File: src/rtl/trees_stream_loader.sv
// Stream front-end for the tree-ensemble classifier: loads node words and features, runs one
// inference and returns its class. Optional watchdog in WAIT: define TREES_LOADER_TIMEOUT_EN.
module trees_stream_loader #(
  parameter int unsigned N_TREES          = 16,
  parameter int unsigned N_NODE_AND_LEAFS = 256,
  parameter int unsigned N_FEATURE        = 32,
  parameter int unsigned TIMEOUT          = 4096
) (
  input  logic                                clk,
  input  logic                                rst,
  input  logic                                cmd_valid,
  output logic                                cmd_ready,
  input  logic                                cmd_op,
  input  logic                                in_valid,
  output logic                                in_ready,
  input  logic [63:0]                         in_data,
  input  logic                                in_last,
  output logic                                load_trees,
  output logic [$clog2(N_NODE_AND_LEAFS)-1:0] n_node,
  output logic [$clog2(N_TREES)-1:0]          n_tree,
  output logic [63:0]                         tree_nodes,
  output logic [N_FEATURE*32-1:0]             features,
  output logic                                start,
  input  logic                                done,
  input  logic [7:0]                          prediction,
  output logic                                res_valid,
  input  logic                                res_ready,
  output logic [7:0]                          res_class,
  output logic                                res_err,
  output logic                                len_err
);

  localparam int unsigned NW = $clog2(N_NODE_AND_LEAFS);
  localparam int unsigned TW = $clog2(N_TREES);
  localparam int unsigned FW = (N_FEATURE > 2) ? $clog2(N_FEATURE / 2) : 1;
  localparam logic [NW-1:0] NodeLast = NW'(N_NODE_AND_LEAFS - 1);
  localparam logic [TW-1:0] TreeLast = TW'(N_TREES - 1);
  localparam logic [FW-1:0] FeatLast = FW'(N_FEATURE / 2 - 1);

  typedef enum logic [2:0] {StIdle, StLoadT, StLoadF, StStart, StWait, StResult} state_e;

  state_e                   state_q, state_d;
  logic [NW-1:0]            node_cnt_q, node_cnt_d, n_node_q, n_node_d;
  logic [TW-1:0]            tree_cnt_q, tree_cnt_d, n_tree_q, n_tree_d;
  logic [FW-1:0]            feat_cnt_q, feat_cnt_d;
  logic                     load_trees_q, load_trees_d;
  logic [63:0]              tree_nodes_q, tree_nodes_d;
  logic [N_FEATURE*32-1:0]  features_q, features_d;
  logic [7:0]               res_class_q, res_class_d;
  logic                     len_err_q, len_err_d;
  logic                     tree_final, feat_final;

`ifdef TREES_LOADER_TIMEOUT_EN
  localparam int unsigned CW = $clog2(TIMEOUT + 1);
  localparam logic [CW-1:0] ToLast = CW'(TIMEOUT - 1);
  logic [CW-1:0] to_cnt_q, to_cnt_d;
  logic          res_err_q, res_err_d;
  assign res_err = res_err_q;
`else
  logic unused_timeout;
  assign unused_timeout = ^TIMEOUT;
  assign res_err = 1'b0;
`endif

  assign tree_final = (tree_cnt_q == TreeLast) && (node_cnt_q == NodeLast);
  assign feat_final = (feat_cnt_q == FeatLast);

  always_comb begin
    state_d      = state_q;
    node_cnt_d   = node_cnt_q;
    tree_cnt_d   = tree_cnt_q;
    feat_cnt_d   = feat_cnt_q;
    load_trees_d = 1'b0;
    n_node_d     = n_node_q;
    n_tree_d     = n_tree_q;
    tree_nodes_d = tree_nodes_q;
    features_d   = features_q;
    res_class_d  = res_class_q;
    len_err_d    = len_err_q;
`ifdef TREES_LOADER_TIMEOUT_EN
    to_cnt_d     = to_cnt_q;
    res_err_d    = res_err_q;
`endif
    cmd_ready    = 1'b0;
    in_ready     = 1'b0;
    start        = 1'b0;
    res_valid    = 1'b0;
    unique case (state_q)
      StIdle: begin
        cmd_ready = ~rst;
        if (cmd_valid) begin
          len_err_d  = 1'b0;
          node_cnt_d = '0;
          tree_cnt_d = '0;
          feat_cnt_d = '0;
          state_d    = cmd_op ? StLoadF : StLoadT;
        end
      end
      StLoadT: begin
        in_ready = 1'b1;
        if (in_valid) begin
          load_trees_d = 1'b1;
          n_node_d     = node_cnt_q;
          n_tree_d     = tree_cnt_q;
          tree_nodes_d = in_data;
          if (node_cnt_q == NodeLast) begin
            node_cnt_d = '0;
            tree_cnt_d = tree_cnt_q + TW'(1);
          end else begin
            node_cnt_d = node_cnt_q + NW'(1);
          end
          if (in_last || tree_final) begin
            // Flags both an early in_last and a full load that lacked in_last.
            len_err_d = in_last ^ tree_final;
            state_d   = StIdle;
          end
        end
      end
      StLoadF: begin
        in_ready = 1'b1;
        if (in_valid) begin
          // Word j carries feature 2j in its low half and 2j+1 in its high half.
          features_d[64*int'(feat_cnt_q) +: 64] = in_data;
          feat_cnt_d = feat_cnt_q + FW'(1);
          if (in_last || feat_final) begin
            len_err_d = in_last ^ feat_final;
            state_d   = StStart;
          end
        end
      end
      StStart: begin
        start   = 1'b1;
        state_d = StWait;
`ifdef TREES_LOADER_TIMEOUT_EN
        to_cnt_d = CW'(1);
`endif
      end
      StWait: begin
        if (done) begin
          res_class_d = prediction;
`ifdef TREES_LOADER_TIMEOUT_EN
          res_err_d   = 1'b0;
`endif
          state_d     = StResult;
`ifdef TREES_LOADER_TIMEOUT_EN
        end else if (to_cnt_q == ToLast) begin
          res_class_d = '0;
          res_err_d   = 1'b1;
          state_d     = StResult;
        end else begin
          to_cnt_d = to_cnt_q + CW'(1);
`endif
        end
      end
      StResult: begin
        res_valid = 1'b1;
        if (res_ready) state_d = StIdle;
      end
      default: state_d = StIdle;
    endcase
  end

  always_ff @(posedge clk) begin
    if (rst) begin
      state_q      <= StIdle;
      node_cnt_q   <= '0;
      tree_cnt_q   <= '0;
      feat_cnt_q   <= '0;
      load_trees_q <= 1'b0;
      n_node_q     <= '0;
      n_tree_q     <= '0;
      tree_nodes_q <= '0;
      features_q   <= '0;
      res_class_q  <= '0;
      len_err_q    <= 1'b0;
`ifdef TREES_LOADER_TIMEOUT_EN
      to_cnt_q     <= '0;
      res_err_q    <= 1'b0;
`endif
    end else begin
      state_q      <= state_d;
      node_cnt_q   <= node_cnt_d;
      tree_cnt_q   <= tree_cnt_d;
      feat_cnt_q   <= feat_cnt_d;
      load_trees_q <= load_trees_d;
      n_node_q     <= n_node_d;
      n_tree_q     <= n_tree_d;
      tree_nodes_q <= tree_nodes_d;
      features_q   <= features_d;
      res_class_q  <= res_class_d;
      len_err_q    <= len_err_d;
`ifdef TREES_LOADER_TIMEOUT_EN
      to_cnt_q     <= to_cnt_d;
      res_err_q    <= res_err_d;
`endif
    end
  end

  assign load_trees = load_trees_q;
  assign n_node     = n_node_q;
  assign n_tree     = n_tree_q;
  assign tree_nodes = tree_nodes_q;
  assign features   = features_q;
  assign res_class  = res_class_q;
  assign len_err    = len_err_q;

endmodule

File: config.mk
export PLATFORM = sky130hd
export DESIGN_NAME = trees_stream_loader
export DESIGN_NICKNAME = d
export VERILOG_FILES = /design/src/rtl/trees_stream_loader.sv
export SDC_FILE = /design/constraint.sdc
export NUM_CORES = 2
export LEC_CHECK = 0
export CORE_AREA = 2 2 470 472
export DETAILED_ROUTE_END_ITERATION = 6
export DIE_AREA = 0 0 472 474
export PLACE_DENSITY = 0.48
export SLEW_MARGIN = 30
export SYNTH_ARGS = -nofsm -noshare
export SYNTH_HDL_FRONTEND = slang
export SYNTH_SLANG_ARGS = --single-unit
File: constraint.sdc
create_clock -name clk -period 2.7 [get_ports clk]
set_input_delay 0.81 -clock clk [delete_from_list [all_inputs] [get_ports clk]]
set_output_delay 0.81 -clock clk [all_outputs]
set_load 0.005 [all_outputs]
Word-level counts from Yosys, hierarchy flattened
Cells that the tools add are included.
{"block": "classes", "addsub": 4, "n_eq_ne": 16, "shift": 2, "n_mux": 31, "bitwise": 4, "n_reduce_logical": 17}
{"cell": "1024-bit bitwise mux", "n": 1}
{"cell": "64-bit by 33-bit variable shift with 1024-bit output, first input constant", "n": 1}
{"cell": "64-bit by 33-bit variable part select with 1024-bit output", "n": 1}
{"cell": "10-bit negation with 33-bit output", "n": 1}
{"cell": "8-bit 2-to-1 mux", "n": 3}
{"cell": "3-bit 2-to-1 mux", "n": 7}
{"cell": "3-bit case mux with 6 select lines", "n": 1}
{"cell": "4-bit 2-to-1 mux", "n": 4}
{"cell": "2-bit != test, second input constant", "n": 8}
{"cell": "4-bit case mux with 2 select lines", "n": 2}
{"cell": "8-bit case mux with 2 select lines", "n": 1}
{"cell": "1-bit 2-to-1 mux", "n": 10}
{"cell": "4-bit by 1-bit adder with 4-bit output, second input constant", "n": 2}
{"cell": "8-bit by 1-bit adder with 8-bit output, second input constant", "n": 1}
{"cell": "4-bit equality test, second input constant", "n": 2}
{"cell": "8-bit equality test, second input constant", "n": 1}
{"cell": "7-bit AND reduction", "n": 1}
{"cell": "3-bit by 2-bit equality test with 1-bit output, second input constant", "n": 2}
{"cell": "3-bit equality test, second input constant", "n": 2}
{"cell": "2-bit AND reduction", "n": 3}
{"cell": "3-bit AND reduction", "n": 2}
{"cell": "6-bit AND reduction", "n": 1}
{"cell": "4-bit AND reduction", "n": 1}
{"cell": "2-bit nonzero test", "n": 2}
{"cell": "other kinds (10)", "n": 14}
{"block": "word_totals", "ff_bits": 1129, "input_bits": 80, "out_inout_bits": 1115}

Depth between registers and ports, before layout
{"block": "depth", "word_depth": 6, "depth_mapped": 11, "ltp_nobuf": 7}

Worst setup path after synthesis
Ideal clock, no wire load.
{"block": "synth_path", "kind": "reg-to-reg", "from": "register feat_cnt_q[0]", "to": "register features_q[738], in the netlist features[738]", "setup_time_ps": 69, "t_arrival_ps": 2323, "t_required_ps": 2631, "path_slack_ps": 308, "stages_incl_launch_ff": 11, "period_less_slack_ps": 2392, "path_cell_list": "dfxtp_1 > buf_2 > nor3_1 > ha_1 > clkbuf_1 > nand2b_1 > clkbuf_1 > nor3_4 > clkbuf_1 > nand3_1 > a21oi_2"}
{"block": "synth_via", "elab_chain_cells": 3}
{"item": "start: declaration", "line_no": "45", "rtl": "logic [FW-1:0] feat_cnt_q, feat_cnt_d;"}
{"item": "start signal: assignment", "line_no": "184", "rtl": "feat_cnt_q <= feat_cnt_d;"}
{"item": "10-bit negation with 33-bit output (*)", "line_no": "123", "rtl": "features_d[64*int'(feat_cnt_q) +: 64] = in_data;"}
{"item": "64-bit by 33-bit variable part select with 1024-bit output / 64-bit by 33-bit variable shift with 1024-bit output (equally long branches)", "line_no": "123"}
{"item": "1024-bit bitwise mux (*)", "line_no": "123"}
{"item": "end signal: assignment", "line_no": "189", "rtl": "features_q <= features_d;"}
{"item": "end: declaration", "line_no": "48", "rtl": "logic [N_FEATURE*32-1:0] features_q, features_d;"}
Mark *: on every way between the ends. The rest lies on a longest branch, timed or not.
A chain may end at the register's enable or synchronous reset.

Final worst setup path
{"block": "layout_path", "from": "register state_q[0]", "to": "output cmd_ready"}
{"block": "layout_via", "elab_chain_cells": 2}
{"item": "start: declaration", "line_no": "42", "rtl": "state_e state_q, state_d;"}
{"item": "start signal: assignment", "line_no": "165", "rtl": "state_q <= StIdle;"}
{"item": "start signal: assignment", "line_no": "181", "rtl": "state_q <= state_d;"}
{"item": "3-bit logical NOT", "line_no": "88", "rtl": "unique case (state_q)"}
{"item": "1-bit 2-to-1 mux", "line_no": "88"}
{"item": "end: declaration", "line_no": "12", "rtl": "output logic cmd_ready,"}
No other way between the ends.

==> flow_metrics.env <==
export IMPL_seq_area_frac_synth_pct=52.8
export IMPL_ys_seq_elements=1129
export IMPL_synth_avg_cell_area_um2=8.15
export IMPL_swShare_pct=26.3
export IMPL_syn_num_nets=5331
export IMPL_drt_pass1_iter_count=5
export IMPL_wl_um=237000
export IMPL_hold_start="features[726]"
export IMPL_holdPathStages=2
export IMPL_pin_count=1195
export IMPL_htreeDepth=4
export IMPL_min_period_ns=2.64
export IMPL_yosysTopAreaCellShare_pct=52.8
export IMPL_vias_per_cell=4.78
export IMPL_leakage_nw=20.4
export IMPL_postRouteAntennaNets=0
export IMPL_synth_area_mm2=0.0428
export IMPL_fp_dieH_um=474
export IMPL_start_util_pct=19.6
export IMPL_drt_initial_drc_count=4484
export IMPL_synth_edf_count=0
export IMPL_yosysUniqueCellTypes=54
export IMPL_num_rows=172
export IMPL_cts_tree="done"
export IMPL_syn_inst=5246
export IMPL_wl_per_cell_um=25.6
export IMPL_worstSetupPathType="flop to output pin"
export IMPL_grt_setup_unrepaired="true"
export IMPL_drive_gt1_share_pct=10.3
export IMPL_whs_endpoint="features[726]"
export IMPL_drc=0
export IMPL_rr_startpoint="feat_cnt_q[1]"
export IMPL_finClkSkew_ns=0.0313
export IMPL_vdd_drop_max_uv=635
export IMPL_setup_tns_final_ns=0
export IMPL_vias=44300
export IMPL_p_switching_mw=10.5
export IMPL_setup_viol_count_final=0
export IMPL_fin_crit_sh_pct=97.6
export IMPL_die_w_um=472
export IMPL_async_flop_share_pct=0
export IMPL_ctsLongestPathBuffers=3
export IMPL_gp_congestion=0.812
export IMPL_hold_violations=0
export IMPL_cp_required_ns=1.89
export IMPL_powerDensity_mw_per_mm2=624
export IMPL_yosysTopAreaCell="dfxtp_1"
export IMPL_layout_commonest_cell="nand2_1"
export IMPL_finalPower_mw=39.9
export IMPL_clkLatencyLatePin_ns=0.78
export IMPL_tightest_slew_ns=1.07
export IMPL_reg2reg_to="features[633]"
export IMPL_final_cell_mix="nand2_1 (1,185), clkdlybuf4s50_1 (1,154), dfxtp_1 (1,123)"
export IMPL_yosys_most_used_dff="dfxtp_1"
export IMPL_slew_headroom_pct=28.7
export IMPL_crit_path_end_kind="output pin"
export IMPL_cts_sinks=1129
export IMPL_synth_area_leaders="dfxtp_1 (53%), a21oi_1 (13%), nand2_1 (10%)"
export IMPL_globalRouteOverflowTotal=0
export IMPL_die_area_mm2=0.224
export IMPL_clk_pin_slew_ns=0.06
export IMPL_num_nets_final=6356
export IMPL_track_usage_pct=20.0
export IMPL_core_mm2=0.219
export IMPL_dp_hpwl_um=161000
export IMPL_arrival_ns=1.83
export IMPL_hp_class="flop to flop"
export IMPL_comb_power_share_pct=8.6
export IMPL_seqPwrFrac_pct=42.7
export IMPL_synth_warnings=0
export IMPL_clkPwrFrac_pct=48.7
export IMPL_r2r_setup_slack_ns=0.06
export IMPL_start_kind="flop"
export IMPL_numCtsBuffers=137
export IMPL_critPathMaxFanout=11
export IMPL_status="finished clean"
export IMPL_drv_cap=0
export IMPL_cts_root_buf="clkbuf_16"
export IMPL_syn2layout_area_growth_pct=49.5
export IMPL_port_buffers=1193
export IMPL_fmax_mhz=380
export IMPL_intPower_mw=29.4
export IMPL_worst_r2r_cell_count=8
export IMPL_grt_max_degree=195
export IMPL_grt_pass1_vias=41500
export IMPL_grt_pass1_wl_um=324000
export IMPL_antenna_found_initial=34
export IMPL_drv_slew=0
sequential cells by signal, summed over array words and instances, names as in the netlist:
register	flops
node_cnt_q	8
state_q	3
features	1024
len_err	1
n_tree	4
load_trees	1
res_class	8
tree_nodes	64
tree_cnt_q	4
n_node	8
feat_cnt_q	4
critical path: stages (launching register included):
cell and delay [ns]:
dfxtp_4 0.38, or2_2 0.35, nor3_2 0.15, buf_4 0.16
logic make-up (layout without fill, tap and decap cells):
logic type / count (synthesis) / count (layout) / synth area share (%)
other cells: 1 / 13 / 0.00877
mux: 11 / 11 / 0.257
fa+ha+maj: 5 / 5 / 0.146
compound gates: 1125 / 1125 / 13.4
simple gates: 2319 / 2319 / 25.5
buf+inv: 641 / 1773 / 7.51
xor+xnor: 15 / 15 / 0.351
flops: 1129 / 1129 / 52.8
worst max path at each step:
stage | start | end | slack, ns
floorplan | feat_cnt_q[0] | features[738] | 0.31
global placement | in_valid | features[358] | -0.39
detailed placement | in_valid | features[358] | -0.42
CTS | state_q[0] | cmd_ready | 0.003
global route | state_q[1] | res_valid | -0.001
finish | state_q[0] | cmd_ready | 0.06
layout make-up:
cell class                 instances  area, um2
fill                           23100     155000
sequential                      1129      22600
multi-input combinational       3476      17200
timing repair buffer            1521      15800
clock buffer                     204       4160
tap                             2871       3590
clock inverter                    42        553
antenna                           12       30.0
inverter                           6       22.5
timing repair:
item | CTS | global route
endpoints found under the setup margin | 57 | 24
hold buffers | 0 | 0
resized for setup | 38 | 3
cloned | 0 | 1
buffers inserted | 2 | 1
pin swaps | 2 | 1
synth_stat cells (2+ instances only):
cell type and number:
clkbuf_1 233, inv_1 6, nor3b_1 68, nor3_4 6
nand4_1 390, buf_6 35, nand3_2 4, o21ai_0 2
a31oi_1 2, a21oi_1 1093, nand2b_1 7, buf_4 48
mux2i_1 11, or2_2 3, a21oi_2 15, nor2_1 100
dfxtp_1 1129, or3_1 4, nand3_4 6, ha_1 5
nand3_1 518, clkbuf_2 64, xor2_1 8, nand2_1 1185
nor3_1 7, xnor2_1 6, nor2_2 3, a21o_1 2
o211ai_1 2, buf_1 38, nor3_2 2, buf_2 216
nor2b_1 4, and3_1 4
per-layer routing:
layer  track usage, %  share of wire, %
met1             26.1                42
met2             30.8                44
met3             6.11               9.9
met4             7.74               3.9
met5                0            0.0051
stage by stage:
step                area (um2)  cells  hold WS (ns)  setup WS, ns  utilization [%]
floorplan                42800   5246         0.448         0.308                -
global placement         59100   8999         0.437        -0.386             27.0
detailed placement       59100   8999         0.443        -0.417             27.0
CTS                      63900   9247         0.407       0.00254             29.2
global route             63900   9254         0.442      -0.00135             29.2
finish                   63900   9261         0.447        0.0650             29.2
power by group through the flow:
stage / clock, mW / combinational (mW) / sequential [mW]
6_report: 19.4 / 3.41 / 17.0
5_1_grt: 20.5 / 3.57 / 17.0
4_1_cts: 19.8 / 3.39 / 17.0
3_5_place_dp: 0 / 3.39 / 17.4
3_3_place_gp: 0 / 3.36 / 17.4
2_1_floorplan: 0 / 1.41 / 17.3
(Power assumes the default switching activity.)
